### src/rtl/mem_stage_unit.sv
// Memory-access stage of the RV32 pipeline: branch resolution, a data-memory handshake with
// stall and bus timeout, misaligned-access detection and the MEM/WB pipeline register.
module mem_stage_unit #(
  parameter int unsigned TIMEOUT = 16
) (
  input  logic        clock,
  input  logic        reset,
  input  logic [31:0] branch_target_in,
  input  logic [31:0] alu_result_in,
  input  logic [31:0] store_data_in,
  input  logic [4:0]  rd_in,
  input  logic        wb_reg_write_in,
  input  logic        wb_mem_to_reg_in,
  input  logic        m_branch_in,
  input  logic        m_mem_read_in,
  input  logic        m_mem_write_in,
  input  logic        alu_zero_in,
  output logic        dmem_req,
  output logic        dmem_we,
  output logic [31:0] dmem_addr,
  output logic [31:0] dmem_wdata,
  input  logic        dmem_ready,
  input  logic [31:0] dmem_rdata,
  output logic        pc_src,
  output logic [31:0] branch_target_out,
  output logic        stall,
  output logic [31:0] mem_read_data_out,
  output logic [31:0] alu_result_out,
  output logic [4:0]  rd_out,
  output logic        wb_reg_write_out,
  output logic        wb_mem_to_reg_out,
  output logic        misaligned_out,
  output logic        bus_error_out
);

  typedef enum logic [0:0] {ST_IDLE = 1'b0, ST_WAIT = 1'b1} state_t;

  localparam logic [7:0] TIMEOUT_C = 8'(TIMEOUT);

  state_t     state_r, state_nxt_s;
  logic [7:0] wait_cnt_r, wait_cnt_nxt_s;
  logic       memop_s, misalign_s, abort_s, req_s, stall_s, capture_s, load_done_s;

  // State register and wait-cycle counter.
  always_ff @(posedge clock or posedge reset) begin
    if (reset) begin
      state_r    <= ST_IDLE;
      wait_cnt_r <= 8'd0;
    end else begin
      state_r    <= state_nxt_s;
      wait_cnt_r <= wait_cnt_nxt_s;
    end
  end

  // Next-state logic; a vanished request in WAIT falls back to IDLE defensively.
  always_comb begin
    state_nxt_s    = ST_IDLE;
    wait_cnt_nxt_s = 8'd0;
    case (state_r)
      ST_IDLE: begin
        if (stall_s) begin
          state_nxt_s    = ST_WAIT;
          wait_cnt_nxt_s = 8'd1;
        end else begin
          state_nxt_s    = ST_IDLE;
          wait_cnt_nxt_s = 8'd0;
        end
      end
      ST_WAIT: begin
        if (abort_s || !req_s || dmem_ready) begin
          state_nxt_s    = ST_IDLE;
          wait_cnt_nxt_s = 8'd0;
        end else begin
          state_nxt_s    = ST_WAIT;
          wait_cnt_nxt_s = wait_cnt_r + 8'd1;
        end
      end
      default: begin
        state_nxt_s    = ST_IDLE;
        wait_cnt_nxt_s = 8'd0;
      end
    endcase
  end

  // Handshake outputs; request and stall are forced low while reset is held.
  always_comb begin
    memop_s     = m_mem_read_in | m_mem_write_in;
    misalign_s  = memop_s & (alu_result_in[1:0] != 2'b00);
    abort_s     = (state_r == ST_WAIT) && (wait_cnt_r == TIMEOUT_C);
    req_s       = memop_s & ~misalign_s & ~abort_s & ~reset;
    stall_s     = req_s & ~dmem_ready;
    capture_s   = ~stall_s & ~abort_s & ~misalign_s;
    load_done_s = req_s & dmem_ready & m_mem_read_in;
  end

  assign dmem_req          = req_s;
  assign stall             = stall_s;
  assign dmem_we           = m_mem_write_in & ~m_mem_read_in;
  assign dmem_addr         = alu_result_in;
  assign dmem_wdata        = store_data_in;
  assign pc_src            = m_branch_in & alu_zero_in;
  assign branch_target_out = branch_target_in;

  // MEM/WB register: capture on a completed cycle, bubble on stall, abort or misalign.
  always_ff @(posedge clock or posedge reset) begin
    if (reset) begin
      mem_read_data_out <= 32'd0;
      alu_result_out    <= 32'd0;
      rd_out            <= 5'd0;
      wb_reg_write_out  <= 1'b0;
      wb_mem_to_reg_out <= 1'b0;
      misaligned_out    <= 1'b0;
      bus_error_out     <= 1'b0;
    end else begin
      misaligned_out <= misalign_s;
      bus_error_out  <= abort_s;
      if (capture_s) begin
        mem_read_data_out <= load_done_s ? dmem_rdata : 32'd0;
        alu_result_out    <= alu_result_in;
        rd_out            <= rd_in;
        wb_reg_write_out  <= wb_reg_write_in;
        wb_mem_to_reg_out <= wb_mem_to_reg_in;
      end else begin
        mem_read_data_out <= 32'd0;
        alu_result_out    <= 32'd0;
        rd_out            <= 5'd0;
        wb_reg_write_out  <= 1'b0;
        wb_mem_to_reg_out <= 1'b0;
      end
    end
  end

endmodule
### config.mk
export PLATFORM = sky130hd
export DESIGN_NAME = mem_stage_unit
export DESIGN_NICKNAME = d
export VERILOG_FILES = /design/src/rtl/mem_stage_unit.sv
export SDC_FILE = /design/constraint.sdc
export NUM_CORES = 1
export LEC_CHECK = 0
export CAP_MARGIN = 0
export CORE_ASPECT_RATIO = 0.7
export CORE_MARGIN = 5
export CORE_UTILIZATION = 32
export DETAILED_ROUTE_END_ITERATION = 6
export PLACE_DENSITY = 0.79
export SLEW_MARGIN = 0
export SYNTH_ARGS = -nofsm -noshare
export SYNTH_HDL_FRONTEND = slang
export SYNTH_SLANG_ARGS = --single-unit
### constraint.sdc
create_clock -name clock -period 3.6 [get_ports clock]
set_input_delay 0.9 -clock clock [delete_from_list [all_inputs] [get_ports clock]]
set_output_delay 0.9 -clock clock [all_outputs]
set_load 0.02 [all_outputs]
==> results.txt <==
----------------------------------------------------
[Final layout]
  Share of final-layout standard cells stronger than drive strength 1 ... approximately a tenth
  Leading cell types in the layout, fill and taps excluded ... 184 x clkdlybuf4s50_1, 82 x dfrtp_1, 39 x nor3b_1, 26 x and2_1
  Fill cell count ... 994
  End-of-flow core utilization ... between 40% and 50%
  Final non-filler cell area ... roughly 0.0054 sq mm
  N_diodes ... 0
  Layout overhead on the synthesized area ... 44.6%
  Total number of nets in the final design ... 551
  Most common cell after layout, fill and taps aside ... clkdlybuf4s50_1
  Final instance count without filler cells ... 569

[Floorplanning]
  Ports ... 315
  Die outline width ... around 140 um
  Die Y-Extent ... 100 um
  # rows ... 33
  Core area ... 0.0116 sq mm
  Starting density of the core ... 32.2%
  Area of the die ... 0.0139 sq mm

[GRT]
  First-pass GRT wire length ... 14500 um
  Number of antenna violations at the first check in global routing ... 0
  Overflow left after global routing ... 0
  Vias in the first global route ... between 2000 and 3000
  Total track usage ... 13.3%
  Maximum number of pins on one net before global-route repair ... 56

[Clock network]
  Resize count post-CTS ... 2
  Max clock buf depth ... 2
  Clk Latency, worst-skew pair ... 0.33 ns
  Clock slew at the register clock pins of the worst setup and hold paths ... 0.06 ns
  Post-CTS repair timing setup buffer count ... 0
  CTS tree ... yes
  Cts bufs inserted ... 9
  Clock tree root buffer cell ... clkbuf_16
  Number of levels the H-tree was split into ... 3
  Number of buffers added to fix hold violations after cts ... 0
  Sinks on Clock Net ... 82

[Placement]
  Cell count after placement ... 553
  Final weighted congestion in routability-driven placement ... 0.840
  Total half-perimeter wirelength after legalization and detailed placement ... approximately 7100 um
  Placed inst area ... 0.00506 sq mm
  Number of buffers added on ports ... 186

[Synthesis]
  Post-synthesis adder-cell area fraction ... 0.672%
  Xor-xnor portion of the synthesized cell area ... 0.705%
  Cell area after technology mapping ... 0.00372 sq mm
  Count of yosys warnings during synthesis ... 0
  Synthesized area per cell ... 12.0 sq um
  Distinct cell type count of the synthesized netlist ... 32
  Largest family of logic cells by synthesized area ... buffers and inverters
  Multiplexer fraction of the synthesized cell area ... 0%
  Register bit count reported by yosys ... 82
  Number of nets produced by synthesis ... 454
  Sequential element share of the synthesized area ... 55.1%
  Synth Area in Compound Gates ... under 10%
  Post-synthesis simple-gate area fraction ... 18.1%
  Synthesized instance count ... 310

[Setup path]
  Data arrival time at the worst-slack endpoint ... between 2 and 3 ns
  Kind of critical path ... in -> out
  Kind of end point of the critical path ... primary output
  Startpoint class of the critical path ... input port
  Worst-path maximum fanout ... 3
  Required arrival time at the worst endpoint ... ~2.7 ns

[Drt]
  Number of optimization iterations in the first detailed-route pass ... 4
  Count of routing violations after the opening detailed-route iteration ... approximately 80
  Remaining antenna violation count ... 0
  Routed wire length ... approximately 9400 um
  DR WL/cell ... 16.5 um
  Via count ... approximately 2500
  Vias per std cell ... 4.41
  Number of remaining DRC errors ... 0

[Power]
  Leakage power total ... ~2.3 nW
  Overall power after layout ... 2.30 mW
  Peak VDD IR ... 217 uV
  Pwr Density ... 427 mW/mm^2

[STA]
  Setup repair after global routing missed its margin ... no
  Final-report max-slew violation count ... 0
  Setup tns final ... 0 ns
  Maximum operating frequency ... 292 MHz
  Worst Max-Slew Pin Slew ... slightly above 0.9 ns
  Post-route clock skew ... 0.00701 ns
  Headroom to the max-slew limit ... ~38%
  Final clock period utilization by the worst path ... 95.1%
  Min Clock Period, post-route ... around 3.4 ns
  Number of endpoints failing setup at the final stage ... 0
  Endpoints failing hold ... 0

[Outcome]
  Status ... finished, final reports clean

[Flow run]
  Max-capacitance violation count ... 0

[Hold path]
  Hold Crit Class ... reg -> reg

----------------------------------------------------
-- area by class of cell --
type / instances / area [sq um] / area share (%)
clock inverters: 7 / 106 / 1.97
repair buffers: 195 / 1930 / 35.8
well taps: 157 / 196 / 3.65
inverters: 8 / 31.3 / 0.581
clock buffers: 9 / 225 / 4.18
flip-flops and latches: 82 / 2050 / 38.1
multi-input cells: 111 / 848 / 15.7
-- synthesized netlist by cell type --
cell type	n	area (sq um)
a2111o_1	1	11.3
buf_6	4	45.0
xnor2_1	1	8.76
a2111oi_4	1	27.5
nand4_1	1	6.26
and2_0	1	6.26
and2_1	26	163
nor4b_4	1	23.8
nand2_1	2	7.51
buf_4	96	721
and2_2	5	37.5
nand3_1	4	20.0
nor2b_1	1	6.26
a211oi_1	1	7.51
inv_1	8	30.0
a211oi_2	3	37.5
and4_1	2	17.5
and4bb_2	1	12.5
nor3_1	1	5.00
or2_2	1	6.26
clkbuf_1	3	11.3
ha_1	2	25.0
dfrtp_1	82	2050
xor2_1	2	17.5
or3_1	3	18.8
a21oi_1	2	10.0
nor2_1	3	11.3
nor3b_1	39	293
buf_2	6	30.0
o21ai_0	3	15.0
nor3_2	3	30.0
or3_4	1	11.3
-- per-stage QoR --
step	hold slack (ns)	setup WS, ns
3_3_place_gp	0.455	-0.0844
5_1_grt	0.510	0.105
4_1_cts	0.474	0.162
2_1_floorplan	0.436	0.592
6_report	0.475	0.177
3_5_place_dp	0.463	-0.106
-- registers in the layout, indices dropped and copies added, names as in the netlist --
signal / count
mem_read_data_out: 32
bus_error_out: 1
misaligned_out: 1
wb_reg_write_out: 1
rd_out: 5
wait_cnt_r: 8
wb_mem_to_reg_out: 1
alu_result_out: 32
state_r: 1
-- cell families after synthesis --
family,after synthesis
adder cells (fa/ha/maj),2
flip-flops,82
buffers and inverters,117
AND/OR/NAND/NOR,95
XOR/XNOR,3
AO/OA/AOI/OAI,11
-- layer usage --
metal	wire [um]	GRT usage [%]
met4	176	4.51
met3	949	7.00
met5	0	0
met1	3790	15.6
met2	4460	21.0
-- path summary, 6_finish.rpt --
| path | from | cells after the start | to | slack, ns |
|---|---|---|---|---|
| setup / recovery | alu_result_in[0] | 5 | stall | 0.18 |
| hold / removal | state_r$_DFF_PP0_ | 1 | wait_cnt_r[0]$_DFF_PP0_ | 0.47 |
| setup reg to reg | wait_cnt_r[0]$_DFF_PP0_ | 5 | alu_result_out[1]$_DFF_PP0_ | 1.55 |
| hold reg to reg | state_r$_DFF_PP0_ | 1 | wait_cnt_r[0]$_DFF_PP0_ | 0.47 |
| max in group asynchronous | reset | 3 | alu_result_out[18]$_DFF_PP0_ | 1.66 |
| min in group asynchronous | reset | 2 | wait_cnt_r[0]$_DFF_PP0_ | 1.13 |
-- power breakdown --
part	internal, mW	total (mW)	switching (mW)
logic	0.180	0.331	0.150
registers	0.951	0.960	0.00910
clock network	0.622	1.01	0.387
-- critical path, stage by stage --
cell,delay (ns)
clkdlybuf4s50_1,0.43
or3_4,0.41
a2111o_1,0.38
inv_1,0.07
dlygate4sd2_1,0.32
Power figures use the tool's default switching activity.
